`config.mk`:
```
export PLATFORM = sky130hd
export DESIGN_NAME = timer_tc_flat
export DESIGN_NICKNAME = d
export VERILOG_FILES = /design/src/rtl/timer_tc_if.sv /design/src/rtl/timer_tc.sv /design/src/flat_wrapper.sv
export SDC_FILE = /design/constraint.sdc
export NUM_CORES = 1
export LEC_CHECK = 0
export CAP_MARGIN = 15
export CORE_UTILIZATION = 28
export DETAILED_ROUTE_END_ITERATION = 8
export PLACE_DENSITY = 0.56
export SLEW_MARGIN = 20
export SYNTH_ARGS = -nofsm -noshare
export SYNTH_HDL_FRONTEND = slang
export SYNTH_SLANG_ARGS = --single-unit
```
`constraint.sdc`:
```
create_clock -name clk -period 2.75 [get_ports clk]
set_clock_uncertainty 0.1 [all_clocks]
set_input_delay 0.6875 -clock clk [delete_from_list [all_inputs] [get_ports clk]]
set_output_delay 0.6875 -clock clk [all_outputs]
set_load 0.02 [all_outputs]
```
`src/rtl/timer_tc_if.sv`:
```
// rtl/timer_tc_if.sv - word-access bus between the system bridge and one timer window
interface timer_tc_if;
    logic [31:0] Addr;
    logic        WE;
    logic [31:0] Din;
    logic [31:0] Dout;
    logic        IRQ;

    modport master (output Addr, WE, Din, input Dout, IRQ);
    modport slave  (input Addr, WE, Din, output Dout, IRQ);
endinterface

```
`src/rtl/timer_tc.sv`:
```
// rtl/timer_tc.sv - memory-mapped countdown timer with one-shot/auto-reload modes and CP0 IRQ
module timer_tc (
    input  logic        clk,
    input  logic        reset,
    timer_tc_if.slave   bus
);
    typedef enum logic [1:0] {S_IDLE, S_LOAD, S_CNT, S_INT} state_t;

    state_t      state_q, state_d;
    logic [3:0]  ctrl_q, ctrl_d;
    logic [31:0] preset_q, preset_d;
    logic [31:0] count_q, count_d;
    logic        irq_flag_q, irq_flag_d;

    logic [1:0]  reg_sel;
    logic        wr_ctrl, wr_preset;
    logic        ctrl_en, auto_reload;
    logic        unused_addr_bits;

    assign reg_sel          = bus.Addr[3:2];
    assign unused_addr_bits = ^{bus.Addr[31:4], bus.Addr[1:0]};
    assign wr_ctrl          = bus.WE && (reg_sel == 2'b00);
    assign wr_preset        = bus.WE && (reg_sel == 2'b01);
    assign ctrl_en          = ctrl_q[0];
    assign auto_reload      = (ctrl_q[2:1] == 2'b01);

    always_comb begin
        state_d    = state_q;
        ctrl_d     = ctrl_q;
        preset_d   = preset_q;
        count_d    = count_q;
        irq_flag_d = irq_flag_q;
        if (wr_ctrl || wr_preset) begin
            // Software access restarts the sequence; COUNT is held where it is.
            state_d    = S_IDLE;
            irq_flag_d = 1'b0;
            if (wr_ctrl) begin
                ctrl_d = bus.Din[3:0];
            end else begin
                preset_d = bus.Din;
            end
        end else begin
            case (state_q)
                S_IDLE: begin
                    if (ctrl_en) begin
                        state_d = S_LOAD;
                    end
                end
                S_LOAD: begin
                    count_d = preset_q;
                    state_d = S_CNT;
                end
                S_CNT: begin
                    if (!ctrl_en) begin
                        state_d = S_IDLE;
                    end else if (count_q > 32'd1) begin
                        count_d = count_q - 32'd1;
                    end else begin
                        // PRESET of 0 lands here too, so it behaves like 1.
                        count_d    = 32'd0;
                        irq_flag_d = 1'b1;
                        state_d    = S_INT;
                    end
                end
                S_INT: begin
                    state_d = S_IDLE;
                    if (auto_reload) begin
                        irq_flag_d = 1'b0;
                    end else begin
                        ctrl_d[0] = 1'b0;
                    end
                end
                default: begin
                    state_d = S_IDLE;
                end
            endcase
        end
    end

    always_ff @(posedge clk) begin
        if (reset) begin
            state_q    <= S_IDLE;
            ctrl_q     <= 4'd0;
            preset_q   <= 32'd0;
            count_q    <= 32'd0;
            irq_flag_q <= 1'b0;
        end else begin
            state_q    <= state_d;
            ctrl_q     <= ctrl_d;
            preset_q   <= preset_d;
            count_q    <= count_d;
            irq_flag_q <= irq_flag_d;
        end
    end

    always_comb begin
        bus.Dout = 32'd0;
        case (reg_sel)
            2'b00:   bus.Dout = {28'd0, ctrl_q};
            2'b01:   bus.Dout = preset_q;
            2'b10:   bus.Dout = count_q;
            default: bus.Dout = 32'd0;
        endcase
    end

    assign bus.IRQ = ctrl_q[3] & irq_flag_q;
endmodule

```
`src/flat_wrapper.sv`:
```
// flat-port wrapper written by rule: the top's interface ports become plain ports
module timer_tc_flat 
  (clk, reset, bus_Addr, bus_WE, bus_Din, bus_Dout, bus_IRQ);
  timer_tc_if bus_i ();
  input  logic clk;
  input  logic reset;
  input wire logic [$bits(bus_i.Addr)-1:0] bus_Addr;
  input wire logic [$bits(bus_i.WE)-1:0] bus_WE;
  input wire logic [$bits(bus_i.Din)-1:0] bus_Din;
  output wire logic [$bits(bus_i.Dout)-1:0] bus_Dout;
  output wire logic [$bits(bus_i.IRQ)-1:0] bus_IRQ;
  assign bus_i.Addr = bus_Addr;
  assign bus_i.WE = bus_WE;
  assign bus_i.Din = bus_Din;
  assign bus_Dout = bus_i.Dout;
  assign bus_IRQ = bus_i.IRQ;
  timer_tc u_core (.clk(clk), .reset(reset), .bus(bus_i));
endmodule
```
==> key figures, run 1 <==
Timing
  • Final setup viols: 0
  • Max-slew violation count: 0
  • Max_slew headroom: 63.2%
  • RSZ-0062 raised after global routing: false
  • Final worst path period need: 2.69 ns
  • Tcrit/Tclk final: 97.8%
  • Max frequency: 372 MHz
  • Slew @ Worst Pin: 0.550 ns
  • Hold Violations, Final: 0

GRT
  • Largest net degree at the start of global routing: 40
  • First-pass GRT wire length: 21.5 mm
  • Vias in the first global route: 4,136
  • Grt ovf: 0
  • Initial antenna violation count: 0
  • Total GRT Usage: 18.6%

Logic synthesis
  • Synth unique cells: 67
  • Ys Warns: 0
  • Post-synthesis cell count: 532
  • Synth area leader: dfxtp_1
  • Most frequent cell after synthesis: nand2_1
  • Synth Register Bits: 71
  • Post-synth EDFFs: 0
  • Seq/Total Area, Yosys: 34.4%
  • Synth Flop Type: dfxtp_1
  • Synth area leaders: dfxtp_1, nand2_1, a21oi_1, a22o_1, clkbuf_1
  • Post-synth top area share: 34.4%
  • Mapped Area: 4130 sq um
  • Commonest cells post-synth: nand2_1, dfxtp_1, a21oi_1, clkbuf_1, a22o_1
  • Post-Syn Area per Cell: 7.76 sq um
  • Ys async rst share: 0%
  • Post-synth net total: 605

Drt
  • Initial drt markers: 307
  • ANT nets after route: 0
  • Vias per cell: 5.55
  • Routed len/inst: 17.2 microns
  • # DRC: 0
  • Vias: 4,380
  • DRT Pass-1 Iters: 5
  • Post-Route WL: 13.6 mm

Min path
  • Hold Path Class: reg -> reg
  • Worst Hold Depth: 2

Floorplanning
  • Core area: 14,500 sq um
  • Die height: 123 microns
  • Die Span X: 123 microns
  • Rows: 44
  • Die Footprint: 15,200 sq um
  • Initial core utilization: 28.5%
  • I/O Pins: 100

Power and ir drop
  • P_leak: 2.06 nW
  • Max VDD drop: 0.000245 V
  • Final Power: 0.00265 W
  • Cell area power density: 479 nW/um^2

Worst setup path
  • Crit start category: input pin
  • Crit path capture type: output port
  • CP Cell Sequence: clkdlybuf4s15_1 > nor2b_4 > bufbuf_16 > a22o_4 > clkdlybuf4s15_2
  • FF-to-FF path depth: 8
  • Max incr delay on CP: 0.29 ns
  • Worst-path fanout max: 15
  • Req. time, crit path: 1.96 ns
  • Arrival @ worst endpoint: 1.90 ns
  • CP max-delay cell: bufbuf_16
  • Setup CP Type: in -> out

Final layout
  • Nets@finish: 676
  • Layout area overhead: 34.0%
  • Fin util: 38.2%
  • # diodes: 0
  • Layout cells sized above 1: 16.4%

Clock network
  • Sink Count: 71
  • Clock buffer depth: 2
  • Clk root buf: clkbuf_16
  • H-tree Lvls: 3
  • Clock buffer count from CTS: 9
  • Worst-path clk slew: 0.05 ns
  • Hold_buf cts: 0
  • CTS tree: yes
  • Skew-Pair Late Insertion Delay: 0.34 ns

Place
  • Final HPWL DP: 9.25 mm
  • Count of input and output buffers: 69
  • RD Place Congestion: 0.863

Flow run
  • Max Cap Viol: 0

Outcome
  • Outcome: finished clean
power by group:
| group | total, W | leakage [nW] | internal [W] | switching (W) |
|---|---|---|---|---|
| registers | 0.00108 | 0.575 | 0.00105 | 0.0000257 |
| clock network | 0.00110 | 0.136 | 0.000668 | 0.000430 |
| logic | 0.000471 | 1.35 | 0.000208 | 0.000264 |
| total | 0.00265 | 2.06 | 0.00193 | 0.000719 |
path summary, 6_finish.rpt:
path / slack [ns] / end / from
min: 0.37 / u_core.preset_q[19] / u_core.preset_q[19]
max reg2reg: 0.33 / u_core.count_q[20] / u_core.count_q[0]
max: 0.06 / bus_Dout[24] / bus_Addr[2]
min reg2reg: 0.37 / u_core.preset_q[19] / u_core.preset_q[19]
sequential cells by signal, summed over array words and instances (netlist names):
register	count
u_core.count_q	32
u_core.ctrl_q	4
u_core.irq_flag_q	1
u_core.preset_q	32
u_core.state_q	2
worst max-delay path, delay by kind of cell:
family	cells	cell delay, ns
buffers and inverters	3	0.77
AOI/OAI and AO/OA	1	0.28
and+or+nand+nor	1	0.17
cells in the final DEF, fill, tap and decap left out, types with 5 or more instances in the layout:
master and count:
dfxtp_1 71, nand2_1 97, and3_1 10, a31oi_1 16, ha_1 6, nor2b_1 5, nor3_1 17, clkbuf_16 9
buf_4 31, o21ai_0 21, or4_1 5, nor2_1 15, clkdlybuf4s15_2 28, clkdlybuf4s50_1 34, or3_1 7, nand3_1 20
o21a_1 6, inv_1 12, nor4_1 11, a22o_1 27, o32ai_1 6, mux2i_1 5, a21oi_1 54, clkdlybuf4s15_1 5
metrics by stage:
stage	instance area, sq um	setup TNS [ns]	setup slack (ns)	hold slack, ns	instances
finish	5530	0	0.0593	0.369	789
detailed placement	5130	-15.01	-0.533	0.362	772
floorplan	4130	0	0.118	0.344	532
CTS	5530	0	0.0168	0.370	789
global placement	5130	-14.65	-0.499	0.360	772
global route	5530	0	0.00830	0.387	789
final cells by class:
| cell class | count | area (sq um) |
|---|---|---|
| well taps | 184 | 230 |
| clock buffers | 12 | 267 |
| clock inverters | 1 | 5.00 |
| inverters | 14 | 52.6 |
| multi-input cells | 402 | 2480 |
| repair buffers | 105 | 1070 |
| flip-flops and latches | 71 | 1420 |
| fillers | 1488 | 8950 |
timing repair:
action / CTS / global route
gates cloned: 2 / 0
setup buffers: 2 / 0
endpoints found under the setup margin: 32 / 10
gates resized for setup: 102 / 2
kinds of logic after synthesis:
| logic type | Yosys count | share of synthesized area [%] |
|---|---|---|
| AO/OA/AOI/OAI | 174 | 29.0 |
| XOR/XNOR | 1 | 0.212 |
| adder cells (fa/ha/maj) | 6 | 1.82 |
| buffers and inverters | 59 | 6.03 |
| flip-flops | 71 | 34.4 |
| multiplexers | 6 | 1.49 |
| AND/OR/NAND/NOR | 215 | 27.0 |
per-layer routing:
metal  wire length, microns  track usage [%]  vias up
met5                      0                0        -
met4                    342             8.51        0
met3                    762             3.46       29
met2                   6260             29.9      152
met1                   6230             24.0     2086
li1                       -                -     2113
(Power assumes the default switching activity.)
==> run 2, diff against run 1 <==
Settings changed: CORE_MARGIN set to 10, CORE_UTILIZATION 28 to 45, CTS_BUF_LIST set to sky130_fd_sc_hd__clkbuf_16, PLACE_DENSITY 0.56 to 0.81.
==> run 2 against run 1 <==
Sequential power about the same. Hold slack improved by 0.00056 ns. Global-route usage grew 0.83 points. Worst setup slack improved by 0.0043 ns. Critical path type unchanged.
==> key figures, run 2 (same netlist as run 1, synthesis figures left out) <==
Outcome
  • Outcome: finished clean

Worst setup path
  • Crit-path leading delay family: buffers and inverters
  • R2r setup slk: 0.35 ns (+0.02 ns)
  • Setup CP Type: in -> out
  • Req. time, crit path: 1.96 ns (about the same)
  • FF-to-FF path depth: 6 (-2)
  • RR Endpoint: u_core.count_q[20]
  • Worst-path fanout max: 15 (unchanged)
  • Crit start category: input pin
  • CP max-delay cell: dlygate4sd2_1
  • Max incr delay on CP: 0.30 ns (about the same)
  • Crit path capture type: output port
  • Worst path bufs/invs: 3 (unchanged)
  • Arrival @ worst endpoint: 1.90 ns (about the same)
  • CP Cell Sequence: dlygate4sd2_1 > nor2b_4 > buf_12 > a22o_1 > clkdlybuf4s15_2
  • FF-to-FF Start: u_core.count_q[0]

GRT
  • Vias in the first global route: 4,294 (+3.8%)
  • Largest net degree at the start of global routing: 65 (+63%)
  • Initial antenna violation count: 0 (unchanged)
  • First-pass GRT wire length: 21.3 mm (-1.1%)
  • Grt ovf: 0 (unchanged)
  • Total GRT Usage: 19.4% (+0.83 points)

Clock network
  • Sink Count: 71 (unchanged)
  • Clock buffer depth: 2 (unchanged)
  • Clock buffer count from CTS: 9 (unchanged)
  • Post-CTS Setup Repair Bufs: 0 (-2)
  • Clk root buf: clkbuf_16
  • Worst-path clk slew: 0.06 ns (about the same)
  • Skew-Pair Late Insertion Delay: 0.34 ns (about the same)
  • CTS tree: yes
  • H-tree Lvls: 3 (unchanged)
  • Hold_buf cts: 0 (unchanged)

Drt
  • Vias: 4,495 (+2.6%)
  • DRT Pass-1 Iters: 5 (unchanged)
  • Vias per cell: 6.33 (+14%)
  • Initial drt markers: 506 (+65%)
  • Post-Route WL: 13.2 mm (-2.8%)
  • ANT nets after route: 0 (unchanged)
  • # DRC: 0 (unchanged)
  • Routed len/inst: 18.6 microns (+8.1%)

Floorplanning
  • Core area: 8810 sq um (-39%)
  • I/O Pins: 100 (unchanged)
  • Initial core utilization: 46.9% (+18 points)
  • Die height: 116 microns (-6.2%)
  • Die Footprint: 13,400 sq um (-12%)
  • Rows: 34 (-23%)
  • Die Span X: 116 microns (-6.2%)

Power and ir drop
  • Share of total power in the clock network: 44.7% (+3.3 points)
  • Max VDD drop: 0.000329 V (+34%)
  • NetSw: 0.000736 W (+2.4%)
  • Reg power frac: 38.9% (-1.9 points)
  • Final Power: 0.00277 W (+4.7%)
  • Cell area power density: 517 nW/um^2 (+8.0%)
  • Internal: 0.00204 W (+5.6%)
  • Switch share: 26.6% (-0.59 points)
  • Comb power frac: 16.4% (-1.4 points)
  • P_leak: 2.03 nW (-1.3%)

Min path
  • Hold Path Class: reg -> reg
  • Worst Hold Depth: 2 (unchanged)
  • Sink of the worst hold path: u_core.preset_q[30]
  • Hold Crit Start: u_core.preset_q[30]

Final layout
  • Largest regs: u_core.count_q x32, u_core.preset_q x32, u_core.ctrl_q x4
  • Layout area overhead: 29.9%
  • # diodes: 0 (unchanged)
  • Commonest non-fill, non-tap cell in the layout: nand2_1
  • Fin util: 60.9% (+23 points)
  • Design Area, Final: 5360 sq um (-3.0%)
  • Nets@finish: 670 (-0.89%)
  • Layout cells sized above 1: 14.1% (-2.2 points)
  • Most frequent cells in the layout: nand2_1, dfxtp_1, a21oi_1

Timing
  • Final worst path period need: 2.69 ns (-0.00433 ns)
  • Max_slew headroom: 53.5% (-9.7 points)
  • Max-slew violation count: 0 (unchanged)
  • Hold Violations, Final: 0 (unchanged)
  • Tcrit/Tclk final: 97.7% (-0.16 points)
  • Slew @ Worst Pin: 0.697 ns (+0.148 ns)
  • Final setup viols: 0 (unchanged)
  • Max frequency: 372 MHz (+0.16%)
  • RSZ-0062 raised after global routing: false
  • Final hold slack: 0.369 ns (+0.000556 ns)

Place
  • RD Place Congestion: 0.911 (+5.6%)
  • Final HPWL DP: 9.07 mm (-2.0%)
  • Placed cell area: 5010 sq um (-2.3%)
  • Count of input and output buffers: 69 (unchanged)

Flow run
  • Max Cap Viol: 0 (unchanged)
[run 2: cell types whose count changed in the layout (fill, tap and decap cells not counted), moves of 2 or more]
cell             previous run  this run
buf_4                      31        26
clkdlybuf4s15_1             5        12
bufinv_16                   0         2
clkbuf_8                    3         0
buf_2                       1         5
bufbuf_16                   2         0
clkdlybuf4s15_2            28        17
[run 2: worst max-delay path by stage]
stage,from,end,depth (start not counted)
after global routing,bus_Addr[3],bus_Dout[7],5
after detailed placement,bus_Addr[2],bus_Dout[24],5
after floorplan,bus_Addr[2],bus_Dout[12],5
final,bus_Addr[3],bus_Dout[24],5
after CTS,bus_Addr[3],bus_Dout[21],5
after global placement,bus_Addr[2],bus_Dout[24],5
[run 2: layout make-up]
cell class	instances	area, sq um
fill	774	3440
multi-input combinational	402	2470
sequential	71	1420
timing repair buffer	99	968
clock buffer	9	225
tap	108	135
clock inverter	7	88.8
inverter	14	52.6
[run 2: repair_timing]
action	CTS	global route
cloned	1	0
resized for setup	95	4
endpoints found under the setup margin	32	6
[run 2: power groups by stage]
stage / clock network, W / logic (W) / registers, W
3_5_place_dp: 0 / 0.000439 / 0.00110
3_3_place_gp: 0 / 0.000430 / 0.00110
5_1_grt: 0.00128 / 0.000492 / 0.00108
4_1_cts: 0.00124 / 0.000449 / 0.00108
2_1_floorplan: 0 / 0.000260 / 0.00109
6_report: 0.00124 / 0.000455 / 0.00108
[run 2: per-stage QoR]
| step | worst slack, ns | instances | TNS (ns) |
|---|---|---|---|
| detailed placement | -0.534 | 693 | -15.67 |
| global placement | -0.533 | 693 | -15.90 |
| floorplan | 0.118 | 532 | 0 |
| global route | 0.00147 | 710 | 0 |
| CTS | 0.0255 | 710 | 0 |
| finish | 0.0636 | 710 | 0 |
[run 2: worst reg2reg max path, cell delays in order, from the launching register on]
cell and delay [ns]:
dfxtp_1 0.43, inv_1 0.13, ha_1 0.25, o2111a_1 0.32, a31o_2 0.37, or4_1 0.53
a31oi_1 0.19
[run 2: layer usage]
layer	vias up	global-route usage [%]	wire length, microns
met5	-	0	0
met4	0	9.34	424
met3	36	3.46	915
met2	200	33.0	6430
met1	2147	23.2	5450
li1	2112	-	-
==> run 3, diff against run 2 <==
Settings changed: SLEW_MARGIN 20 to unset.
==> results of run 3 <==
Final layout, timing and power as in run 2 (identical DEF).
